### config.mk
export PLATFORM = sky130hd
export DESIGN_NAME = sw_fifo_egress_sched
export DESIGN_NICKNAME = d
export VERILOG_FILES = /design/src/rtl/sw_fifo_egress_sched.sv
export SDC_FILE = /design/constraint.sdc
export NUM_CORES = 1
export LEC_CHECK = 0
export ABC_AREA = 1
export CAP_MARGIN = 20
export CORE_ASPECT_RATIO = 1.4
export CORE_MARGIN = 5
export CORE_UTILIZATION = 36
export DETAILED_ROUTE_END_ITERATION = 8
export PLACE_DENSITY = 0.87
export SLEW_MARGIN = 25
export SYNTH_ARGS = -nofsm -noshare
export SYNTH_HDL_FRONTEND = slang
export SYNTH_SLANG_ARGS = --single-unit
### constraint.sdc
create_clock -name clk -period 3.56 [get_ports clk]
set_clock_uncertainty 0.05 [all_clocks]
set_input_delay 0.534 -clock clk [delete_from_list [all_inputs] [get_ports clk]]
set_output_delay 0.534 -clock clk [all_outputs]
set_load 0.02 [all_outputs]
### src/rtl/sw_fifo_egress_sched.sv
// sw_fifo_egress_sched: round-robin scheduler draining per-switch FIFOs onto one egress link
// Ports: clk, rst_n (sync, active-low); sw_busy/empty_in/full_in per-FIFO status;
//   rd_data_in packed FIFO read data; ready_in downstream accept; rd_fifo one-hot read strobe;
//   valid_out/data_out/fifo_idx_out egress word; sched_busy high outside IDLE.
// Optional: SW_FIFO_FULL_PRIORITY_EN gives full FIFOs precedence within the round-robin scan.
module sw_fifo_egress_sched #(
  parameter int NUM_SW_INST = 5,
  parameter int DATA_WIDTH = 32,
  parameter int IDX_WIDTH = $clog2(NUM_SW_INST)
) (
  input  logic                              clk,
  input  logic                              rst_n,
  input  logic [NUM_SW_INST-1:0]            sw_busy,
  input  logic [NUM_SW_INST-1:0]            empty_in,
  input  logic [NUM_SW_INST-1:0]            full_in,
  input  logic [NUM_SW_INST*DATA_WIDTH-1:0] rd_data_in,
  input  logic                              ready_in,
  output logic [NUM_SW_INST-1:0]            rd_fifo,
  output logic                              valid_out,
  output logic [DATA_WIDTH-1:0]             data_out,
  output logic [IDX_WIDTH-1:0]              fifo_idx_out,
  output logic                              sched_busy
);
  typedef enum logic [1:0] {IDLE, RD, CAP, SEND} state_t;
  state_t state, nxt;
  logic [IDX_WIDTH-1:0] ptr, grant_idx, sel, j;
  logic [DATA_WIDTH-1:0] data_ff;
  logic [NUM_SW_INST-1:0] elig, cand;
  logic any;
`ifndef SW_FIFO_FULL_PRIORITY_EN
  logic unused_full;
  assign unused_full = ^full_in;
`endif
  always_comb begin
    elig = ~empty_in & ~sw_busy;
`ifdef SW_FIFO_FULL_PRIORITY_EN
    cand = |(elig & full_in) ? elig & full_in : elig;
`else
    cand = elig;
`endif
    any = |cand;
    sel = '0;
    j = '0;
    // scan from farthest to nearest so the closest candidate after ptr wins
    for (int k = NUM_SW_INST - 1; k >= 0; k--) begin
      j = IDX_WIDTH'((int'(ptr) + k) % NUM_SW_INST);
      if (cand[j]) sel = j;
    end
  end
  always_comb begin
    nxt = state == IDLE ? (any ? RD : IDLE) :
          state == RD   ? CAP :
          state == CAP  ? SEND :
          ready_in      ? IDLE : SEND;
  end
  always_ff @(posedge clk) begin
    if (!rst_n) begin
      state     <= IDLE;
      ptr       <= '0;
      grant_idx <= '0;
      data_ff   <= '0;
      rd_fifo   <= '0;
    end else begin
      state   <= nxt;
      rd_fifo <= (state == IDLE && any) ? NUM_SW_INST'(1) << sel : '0;
      if (state == IDLE && any) grant_idx <= sel;
      if (state == CAP) data_ff <= rd_data_in[grant_idx*DATA_WIDTH +: DATA_WIDTH];
      if (state == SEND && ready_in)
        ptr <= (grant_idx == IDX_WIDTH'(NUM_SW_INST - 1)) ? '0 : grant_idx + 1'b1;
    end
  end
  assign valid_out    = state == SEND;
  assign data_out     = data_ff;
  assign fifo_idx_out = grant_idx;
  assign sched_busy   = state != IDLE;
endmodule

== Yosys cells after proc, flatten, opt, wreduce, memory -nomap -nowiden ==
Cells that the tools add are included.
Word-level totals
  register bits after elaboration: 45
  input bits: 178
  output and inout bits: 42
  word-level logic and storage cells: 56
Operators by class
  add/subtract/negate cells: 5
  divide/modulo/power cells: 5
  magnitude comparators: 5
  eq/ne operators: 4
  shift-type cells: 2
  muxes and demuxes: 21
  bitwise gates (word level): 3
  reduce and logical (&&, ||, !) cells: 6
Operators by type and width (number)
  160-bit by 9-bit variable part select with 32-bit output: 1
  32-bit by 4-bit remainder unit with 32-bit output, second input constant: 4
  4-bit by 4-bit remainder unit with 32-bit output, second input constant: 1
  3-bit by 4-bit less-than comparator with 1-bit output, second input constant: 5
  3-bit two-way mux: 6
  1-bit binary-select mux with 3-bit select: 5
  5-bit inverter: 2
  3-bit by 2-bit adder with 4-bit output, second input constant: 2
  2-bit two-way mux: 4
  1-bit two-way mux: 6
  5-bit AND: 1
  5-bit OR reduction: 1
  1-bit by 3-bit << shifter with 5-bit output, first input constant: 1
  3-bit by 1-bit adder with 4-bit output, second input constant: 1
  3-bit by 3-bit adder with 4-bit output, second input constant: 1
  2-bit equality test, second input constant: 2
  3-bit by 1-bit adder with 3-bit output, second input constant: 1
  3-bit equality test, second input constant: 1
  2-bit by 1-bit equality test with 1-bit output, second input constant: 1
  1-bit logical AND: 2
  2-bit logical NOT: 1
  2-bit AND reduction: 1
  2-bit nonzero test: 1

== Depth between registers and ports, before layout ==
  depth after elaboration: 10
  mapped depth: 28
  gate-level depth less buffers: 27

== Worst setup path before layout ==
Ideal clock, no wire load.
  kind: register to register
  start: reg ptr[0]
  end: reg rd_fifo[0]
  arrival time: 3.351 ns
  data required time: 3.446 ns
  slack: 0.094 ns
  stages on the path, launching flop included: 25
  clock period less this slack: 3.466 ns
  cell sequence: dfxtp_1 > buf_4 > clkinv_1 > ha_1 > nand2_1 > nand2_1 > xor2_1 > ha_1 > fa_1 > nand3_1 > inv_1 > nand2_1 > nor2_1 > a21oi_1 > nand3b_1 > nand2_1 > a21oi_1 > nand2_1 > inv_1 > nand2_1 > nand2_1 > nand2_1 > o21ai_2 > nand2_1 > nor2_1
Between the ends
  longest elaborated chain between the ends: 10
  elaborated cells on any way between the ends: 25
  classes of those cells: 4 x add/sub; 5 x div; 1 x shift; 15 x mux
Ends and longest elaborated chain
  start: declaration: line 26  | logic [IDX_WIDTH-1:0] ptr, grant_idx, sel, j;
  start signal: assignment: line 69  | ptr <= (grant_idx == IDX_WIDTH'(NUM_SW_INST - 1)) ? '0 : grant_idx + 1'b1;
  3-bit by 3-bit adder with 4-bit output: line 46  | j = IDX_WIDTH'((int'(ptr) + k) % NUM_SW_INST);
  32-bit by 4-bit remainder unit with 32-bit output: line 46
  1-bit binary-select mux with 3-bit select: line 47  | if (cand[j]) sel = j;
  1-bit two-way mux (implied by the code): line 47
  3-bit two-way mux (4 in series): line 47
  3-bit two-way mux *: line 47
  1-bit by 3-bit << shifter with 5-bit output *: line 65  | rd_fifo <= (state == IDLE && any) ? NUM_SW_INST'(1) << sel : '0;
  end signal: assignment: line 65
  end: declaration: line 18  | output logic [NUM_SW_INST-1:0] rd_fifo,
Every way passes the cells marked *; elsewhere a longest branch is shown, timed or not. The select of a mux whose other input is x is not followed.
A chain may end at the register's enable or synchronous reset.

== Worst setup path after layout ==
  start: reg ptr[1]
  end: reg rd_fifo[0]
Same word-level chain as after synthesis.

==> impl_metrics.ini <==
[outcome]
run_status = finished clean

[sta]
transition_at_the_pin_with_the_smallest_max_transition_slack_ns = 0.8237
setup_slack_ns = 0.3059
setup_tns_ns = 0
period_needed_ns = 3.254
rsz0062_at_grt = false
max_slew_headroom_pct = 45.09
report.final.slew_viol_count = 0
timing.final.hold_violations = 0
fin_worst_hold_slack_ns = 0.4514
post-route-period-util_pct = 91.41
max_freq_ghz = 0.3073
final_setup_violations = 0

[floorplan]
dieWidth_um = 97.90
die_h_um = 133.1
initial_utilization_pct = 36.40
std_cell_rows = 45
pin_count = 220
design.die.area_mm2 = 0.01303
core_area_mm2 = 0.01070

[logic_synthesis]
post-synth-top-count-cell = nand2_1
ys_types = 35
synthArstFlopShare_pct = 0
total_of_flip_flops_plus_latches_after_synthesis = 45
synth_commonest_cells = nand2_1, o21ai_0, nor2_1, dfxtp_1, inv_1
synthTopCellsByArea = dfxtp_1, o21ai_0, nand2_1
synth_fp_nets = 845
yosys_warnings = 0
postSynthCellCount = 642
synth_top_cell_by_area = dfxtp_1
synth_area_mm2 = 0.003894
synth_largest_type_area_fraction_pct = 23.14
syn_area_per_cell_um2 = 6.065
number_of_enable_flip_flop_cells_after_synthesis = 0
synth_sequential_area_ratio_pct = 23.14
synth_top_flop_cell = dfxtp_1

[clock_tree]
post_cts_clock_slew_at_the_launch_and_capture_registers_of_the_worst_setup_and_hold_paths_ns = 0.06
cts_made_buffers = 5
clock_tree.buffer_depth = 2
cts_root_buffer = clkbuf_16
cts_tree = done
tritoncts_num_sinks = 45
htree_num_levels = 2
worst_skew_pair.late_latency_ns = 0.28

[run]
timing.max_cap.violations = 0

[placement]
post-place-ws_ns = 0.1377
io_buffers = 214
place_congestion = 0.8684
dp_hpwl_um = 12160

[routing]
routed-via-count = 5202
routed_wl_um = 15980
detail_route.wl_per_cell_um = 16.26
drt-initial-drc-count = 212
post-route-drc-count = 0
pre_antenna_drt_iters = 5
vias_per_cell = 5.292
postRouteAntennaNets = 0

[cells_and_area]
layout_area_growth_over_synthesis_pct = 64.94
nets = 1044
layout_fillers = 994
antenna-diode-count = 0
layout-drive-gt1-share_pct = 6.888
layout.core_utilization_pct = 60.04

[pwr]
powerDensity_mw_per_mm2 = 342.5
total_power_mw = 2.200
vdd_ir_drop_max_mv = 0.2262
leakagePower_nw = 2.685

[grt]
grt_max_degree = 66
grt_antenna_before_repair = 0
grt_first_pass_wirelength_um = 24590
grt_util_all_layers_pct = 23.47
gr-total-overflow = 0
grt_pass1_vias = 4973

[worst_setup_path]
timing.setup.critical_path_class = reg -> reg
timing.critical_path.cells = inv_1, buf_4, ha_1, nand2_1, nand2_1, xor2_1, ha_1, fa_1, nand3_1, inv_1, nand2_2, nand2_1, nand2_2, nand2_1, o211ai_1, nand2_1, a21oi_4, nor2_1, nor2_1, nand2_1, nand2_1, o21ai_2, nand2_1, nor2_1
worst-path-max-fanout = 9
worstPathArrival_ns = 3.39
critical_path_required_ns = 3.69
timing.critical_path.to_type = flop
timing.critical_path.mode_cell = nand2_1
cp_slowest_stage_delay_ns = 0.36
critPathLaunchType = flop
crit_path_top_delay_cell = fa_1

[min_path]
worstHoldPathType = reg -> reg
[area by class of cell]
cell class / count / area [µm²] / share of cell area, %
Multi-Input combinational cell: 515 / 2743 / 42.70
Timing Repair Buffer: 230 / 2262 / 35.22
Sequential cell: 45 / 902.1 / 14.05
Tap cell: 141 / 176.4 / 2.747
Inverter: 44 / 166.4 / 2.591
Clock buffer: 7 / 142.6 / 2.221
Clock inverter: 1 / 30.03 / 0.4676
[stage by stage]
step	std cells	cell area [µm²]
after floorplan	642	3894
after detailed placement	974	6192
after CTS	982	6365
after global routing	983	6422
after global placement	974	6192
final	983	6422
[worst max-delay path, delay by kind of cell (launching register included)]
kind,cells,cell delay [ns]
flops,1,0.33
fa+ha+maj,3,0.75
buf+inv,3,0.34
compound gates,3,0.36
simple gates,14,1.17
xor+xnor,1,0.16
[state kept, by name, summed over array words and instances (netlist names)]
signal        cells
ptr               3
rd_fifo           5
fifo_idx_out      3
state             2
data_out         32
[what timing repair did]
item | 4_1_cts | 5_1_grt
endpoints found under the setup margin | 0 | 8
setup buffers | 0 | 1
hold buffers | 0 | 0
gates resized for setup | 0 | 10
[metal layers]
| metal | part of all wire [%] | global-route usage [%] | wire length, µm | vias up |
|---|---|---|---|---|
| met2 | 48 | 40.72 | 7621 | 259 |
| met5 | 0 | 0 | 0 | - |
| met3 | 10 | 7.015 | 1602 | 43 |
| met4 | 4.4 | 9.700 | 709 | 0 |
| li1 | - | - | - | 2579 |
| met1 | 38 | 26.56 | 6046 | 2321 |
[cells in the final DEF, fill, tap and decap left out, types with 2 or more instances in the layout]
cell type	n
clkdlybuf4s50_1	214
nand2_1	135
o21ai_0	103
nor2_1	92
dfxtp_1	44
inv_1	38
a31oi_1	33
o22ai_1	32
nand3_1	27
ha_1	23
nand2_2	16
buf_4	16
a21oi_1	10
o21ai_1	6
nand3b_1	5
clkbuf_16	5
inv_2	3
xor2_1	3
o211ai_1	3
clkinv_1	2
a21oi_2	2
o21ai_2	2
xor2_2	2
nor3_2	2
nand4_1	2
nor3_1	2
nand3_2	2
o32ai_1	2
[kinds of logic (layout without fill, tap and decap cells)]
| logic type | Yosys count | after routing | share of synthesized area, % |
|---|---|---|---|
| simple gates | 287 | 287 | 30.69 |
| buf+inv | 82 | 282 | 8.002 |
| fa+ha+maj | 25 | 25 | 8.226 |
| compound gates | 196 | 196 | 27.99 |
| xor+xnor | 7 | 7 | 1.960 |
| flops | 45 | 45 | 23.14 |
[path summary, 6_finish.rpt]
| path | to | from | depth (start not counted) | slack, ns |
|---|---|---|---|---|
| hold reg to reg | state[0]$_SDFF_PN0_ | state[1]$_SDFF_PP0_ | 2 | 0.45 |
| hold / removal | state[0]$_SDFF_PN0_ | state[1]$_SDFF_PP0_ | 2 | 0.45 |
| setup reg to reg | rd_fifo[0]$_SDFF_PP0_ | ptr[1]$_SDFFE_PN0P_ | 24 | 0.31 |
| setup / recovery | rd_fifo[0]$_SDFF_PP0_ | ptr[1]$_SDFFE_PN0P_ | 24 | 0.31 |
[power breakdown]
group	switching [mW]	internal (mW)	leakage (nW)
Combinational	0.568	0.474	2.23
Clock	0.198	0.351	0.0841
Sequential	0.0419	0.566	0.369
No activity file was read; power rests on OpenSTA's default activity.
==> variant 1 (same flow settings) <==
`DATA_WIDTH`: 32 -> 16.
--- a/src/rtl/sw_fifo_egress_sched.sv
+++ b/src/rtl/sw_fifo_egress_sched.sv
@@ -6,5 +6,5 @@
 module sw_fifo_egress_sched #(
   parameter int NUM_SW_INST = 5,
-  parameter int DATA_WIDTH = 32,
+  parameter int DATA_WIDTH = 16,
   parameter int IDX_WIDTH = $clog2(NUM_SW_INST)
 ) (
Interface: changed (resized data_out and rd_data_in); port bits go from 220 to 124. No check against the original RTL was run, so the function may have changed too.
==> variant 1 against the original RTL <==
  * Cell area is 30% lower
  * Non-clock buffer count is 101 lower
  * Count of clock-buffer cells in the layout is 2 lower
  * First-iteration DRC count is 34% lower
  * Sequential cell count is 16 lower
  * Clock power hardly changed
  * Wire length is 34% lower
  * Total power is 28% lower
  * Area after synthesis is 24% lower
  * Setup slack worse by 0.072 ns
  * Hold slack better by 0.018 ns
==> variant 1: results (changes against the original RTL) <==
Outcome - completed
Commonest cells in the netlist - 113 x nand2_1, 63 x o21ai_0, 54 x nor2_1
Synth Area in Compound Gates - 0.2046 (-0.07524)
Largest net degree at the start of global routing - 36 (-45%)
# port buffers - 118 (-45%)
Worst-margin pin slew - 0.9528 ns (+0.1291 ns)
Synthesized Nets - 610 (-28%)
Worst path arrival time - 3.44 ns (+0.05 ns)
IR drop worst, VDD - 0.0003704 V (+64%)
Cells on worst reg2reg path - 29 (+21%)
Met2 WL - 5322 µm (-30%)
Crit path to - fifo_idx_out[2]
CP peak stage delay - 0.31 ns (-0.05 ns)
Synthesized-area fraction occupied by adder cells - 0.09705 (+0.01478)
Iter 0 DRT Violations - 139 (-34%)
Met1 wire length - 3596 µm (-41%)
Crit-path slowest cell - dfxtp_2
Crit path max fanout - 4 (-5)
Post-synth cell types - 33 (-5.7%)
Sequential share of the synthesized area - 0.1958 (-0.03558)
Dpl cell area - 0.004270 mm² (-31%)
Post-synthesis xor/xnor area fraction - 0.02954 (+0.009934)
DR WL/cell - 14.80 µm (-9.0%)
CP startpoint - ptr[0]
Initial antenna violation count - 0 (unchanged)
NetSw - 535.6 µW (-34%)
Top cells by area, synth - dfxtp_1 20%, nand2_1 14%, o21ai_0 11%, ha_1 9.7%, nand3_1 8.3%
Routed Wire Length - 10,520 µm (-34%)
Max reg flops - 16 (-50%)
Total Routing Usage GR - 0.1984 (-0.03631)
LEAKAGE - 0.001995 µW (-26%)
Avg Cell Area, Syn - 6.064 µm² (about the same)
Share of cells above drive strength 1 - 0.1067 (+0.03785)
Fill cells - 771 (-22%)
Placer Congestion - 0.9140 (+5.3%)
WL met3 - 1060 µm (-34%)
Flop2flop setup slack - 0.23 ns (-0.07 ns)
Global-route wire length before repair - 16,390 µm (-33%)
Final HPWL DP - 8276 µm (-32%)
variant 1: changes by cell type after synthesis, moves of 4 or more:
cell / before / now
nor2_1: 93 / 54
a21oi_1: 12 / 7
nand3_2: 2 / 6
o22ai_1: 32 / 17
dfxtp_1: 45 / 29
nand2_1: 137 / 113
o21ai_1: 6 / 2
nand3_1: 27 / 49
inv_1: 40 / 47
clkbuf_1: 35 / 14
a31oi_1: 33 / 16
o21ai_0: 104 / 63
variant 1: worst max-delay path: cells and delay by family, from the launching register on:
| kind | cells | cell delay (ns) |
|---|---|---|
| and+or+nand+nor | 20 | 1.70 |
| DFF | 1 | 0.31 |
| xor gates and xnor gates | 1 | 0.19 |
| buffers and inverters | 5 | 0.33 |
| adders and majority gates | 3 | 0.64 |
variant 1: cell families after synthesis:
family                   after synthesis
flip-flops                            29
buffers and inverters                 70
AO/OA/AOI/OAI                        108
XOR/XNOR                               7
adder cells (fa/ha/maj)               23
AND/OR/NAND/NOR                      252
variant 1: final cells by class:
class	instances	share of cell area
Timing Repair Buffer	129	0.2799
Sequential cell	29	0.1292
Clock buffer	5	0.02772
Tap cell	102	0.02827
Inverter	53	0.04407
Clock inverter	3	0.01441
Multi-Input combinational cell	390	0.4764
variant 1: metrics by stage:
step | setup WS [ns] | hold WS [ns] | util
global placement | 0.2264 | 0.4337 | 0.5272
global route | 0.003009 | 0.4955 | 0.5573
floorplan | 0.09482 | 0.4202 | -
finish | 0.2335 | 0.4690 | 0.5573
detailed placement | 0.1268 | 0.4458 | 0.5272
CTS | 0.1056 | 0.4692 | 0.5507
variant 1: routing by layer:
layer / vias to the layer above / GRT usage
li1: 1865 / -
met2: 175 / 0.3697
met4: 0 / 0.1150
met1: 1683 / 0.1773
met5: - / 0
met3: 35 / 0.06802
variant 1: power by group through the flow:
stage	clock, µW	sequential, µW	combinational, µW
3_5_place_dp	0	396	630
2_1_floorplan	0	430	319
4_1_cts	549	391	637
5_1_grt	566	397	703
6_report	547	392	641
3_3_place_gp	0	394	618
variant 1: worst min-delay path by stage:
| stage | startpoint | endpoint | slack [ns] |
|---|---|---|---|
| 3_3_place_gp | state[1] | state[0] | 0.43 |
| 3_5_place_dp | state[1] | state[0] | 0.45 |
| 5_1_grt | state[1] | state[0] | 0.50 |
| 4_1_cts | state[1] | state[0] | 0.47 |
| 2_1_floorplan | state[1] | state[0] | 0.42 |
| 6_report | state[1] | state[0] | 0.47 |
variant 1: timing repair:
| action | CTS | global route |
|---|---|---|
| setup endpoints to repair | 0 | 8 |
| setup buffers | 0 | 2 |
| resized for setup | 0 | 10 |
==> variant 2 (same flow settings) <==
Without the edit above. Reset style: asynchronous (`rst_n`), changed in one clocked block.
--- a/src/rtl/sw_fifo_egress_sched.sv
+++ b/src/rtl/sw_fifo_egress_sched.sv
@@ -54,5 +54,5 @@
           ready_in      ? IDLE : SEND;
   end
-  always_ff @(posedge clk) begin
+  always_ff @(posedge clk or negedge rst_n) begin
     if (!rst_n) begin
       state     <= IDLE;
Check against the original RTL: differs if rst_n is asserted again (counterexample within 4 cycles, from zero or initial values and one cycle with rst_n low); with rst_n held inactive, the same outputs for 4 cycles.
==> variant 2 against the original RTL <==
  * Maximum frequency fell by 0.79%
  * Area after synthesis rose by 5.6%
  * Wire length fell by 0.18%
  * Global-route usage fell by 1.0 points
  * Cell area rose by 4.1%
  * Sequential cell count did not move
  * Setup slack got worse by 0.026 ns
  * Critical path type unchanged
Power is not compared: it rests on default switching activity, and its combinational part moved more than twofold at a synthesized area within 25%.
==> variant 2: results (changes against the original RTL) <==
Outcome - completed
Total Routing Usage GR - 0.2245 (-0.01016)
Worst r2r src - ptr[1]
Commonest register cell after synthesis - dfrtp_1
Commonest cells in the netlist - 122 x nor2_1, 104 x nand2_1, 74 x o21ai_0
Fill cells - 1,060 (+6.6%)
Global-route wire length before repair - 24,390 µm (-0.81%)
Routed Wire Length - 15,950 µm (-0.18%)
Sequential share of the synthesized area - 0.2739 (+0.04253)
Dpl cell area - 0.006381 mm² (+3.1%)
Slew margin rel. - 0.3331 (-0.1178)
Placer Congestion - 0.8664 (-0.23%)
Vias/cell - 5.256 (-0.67%)
Pre-CTS WS - 0.04834 ns (-0.08931 ns)
Top cells by area, synth - dfrtp_1 27%, nor2_1 11%, nand2_1 9.5%, o21ai_0 9.0%, ha_1 7.0%
Synth async-reset ratio - 1.000 (+1.000)
Vias in the first global route - 4,904 (-1.4%)
Net count, final - 1,036 (-0.77%)
IR drop worst, VDD - 0.0003839 V
Post-synth cell types - 32 (-8.6%)
Worst path arrival time - 3.44 ns (+0.05 ns)
Synthesized Nets - 836 (-1.1%)
Crit path max fanout - 6 (-3)
Fin crit period - 3.280 ns (+0.02607 ns)
Hold WS - 0.1982 ns (-0.2532 ns)
Crit-path slowest cell - dfrtp_1
Share of cells above drive strength 1 - 0.09461 (+0.02573)
Final HPWL DP - 12,120 µm (-0.30%)
-- variant 2: metal layers --
metal  up-vias  global-route usage  wire length (µm)
met4         0             0.08914               519
met5         -                   0                 0
met2       211              0.3920              8192
met1      2345              0.2599              5977
li1       2551                   -                 -
met3        39             0.05698              1262
-- variant 2: path summary, 6_finish.rpt --
check,end,depth (start not counted)
max in group asynchronous,fifo_idx_out[0],1
worst min register to register,data_out[20],2
min in group clk,data_out[20],2
worst max register to register,rd_fifo[0],21
worst min-delay path,data_out[30],1
worst max-delay path,rd_fifo[0],21
-- variant 2: cells by family (layout without fill, tap and decap cells) --
group | Yosys count | after routing | synth area share
xor+xnor | 8 | 8 | 0.01887
buf+inv | 82 | 283 | 0.07730
flops | 45 | 45 | 0.2739
fa+ha+maj | 24 | 24 | 0.07486
compound gates | 158 | 158 | 0.2194
simple gates | 317 | 317 | 0.3357
-- variant 2: area by class of cell --
cell class	instances	area, µm²	share of cell area
multi-input combinational	507	2775	0.4152
timing repair buffer	232	2282	0.3414
sequential	45	1127	0.1687
tap	144	180.2	0.02696
inverter	43	161.4	0.02415
clock buffer	7	152.6	0.02284
clock inverter	1	5.005	0.0007488
-- variant 2: timing repair --
action	in CTS	in global routing
gates resized for setup	0	24
buffers inserted	0	5
endpoints found under the setup margin	0	8
-- variant 2: metrics by stage --
| step | std cells | power, µW |
|---|---|---|
| 3_5_place_dp | 966 | 5462 |
| 5_1_grt | 979 | 6760 |
| 3_3_place_gp | 966 | 5338 |
| 2_1_floorplan | 634 | 3990 |
| 4_1_cts | 974 | 5967 |
| 6_report | 979 | 6155 |
-- variant 2: where the power goes --
group          internal (µW)  switching, µW  total [µW]  leakage [µW]
Sequential               762            185         947      0.000523
Clock                    297            192         490     0.0000799
Combinational           1840           2880        4720       0.00226
Total                   2900           3250        6150       0.00286
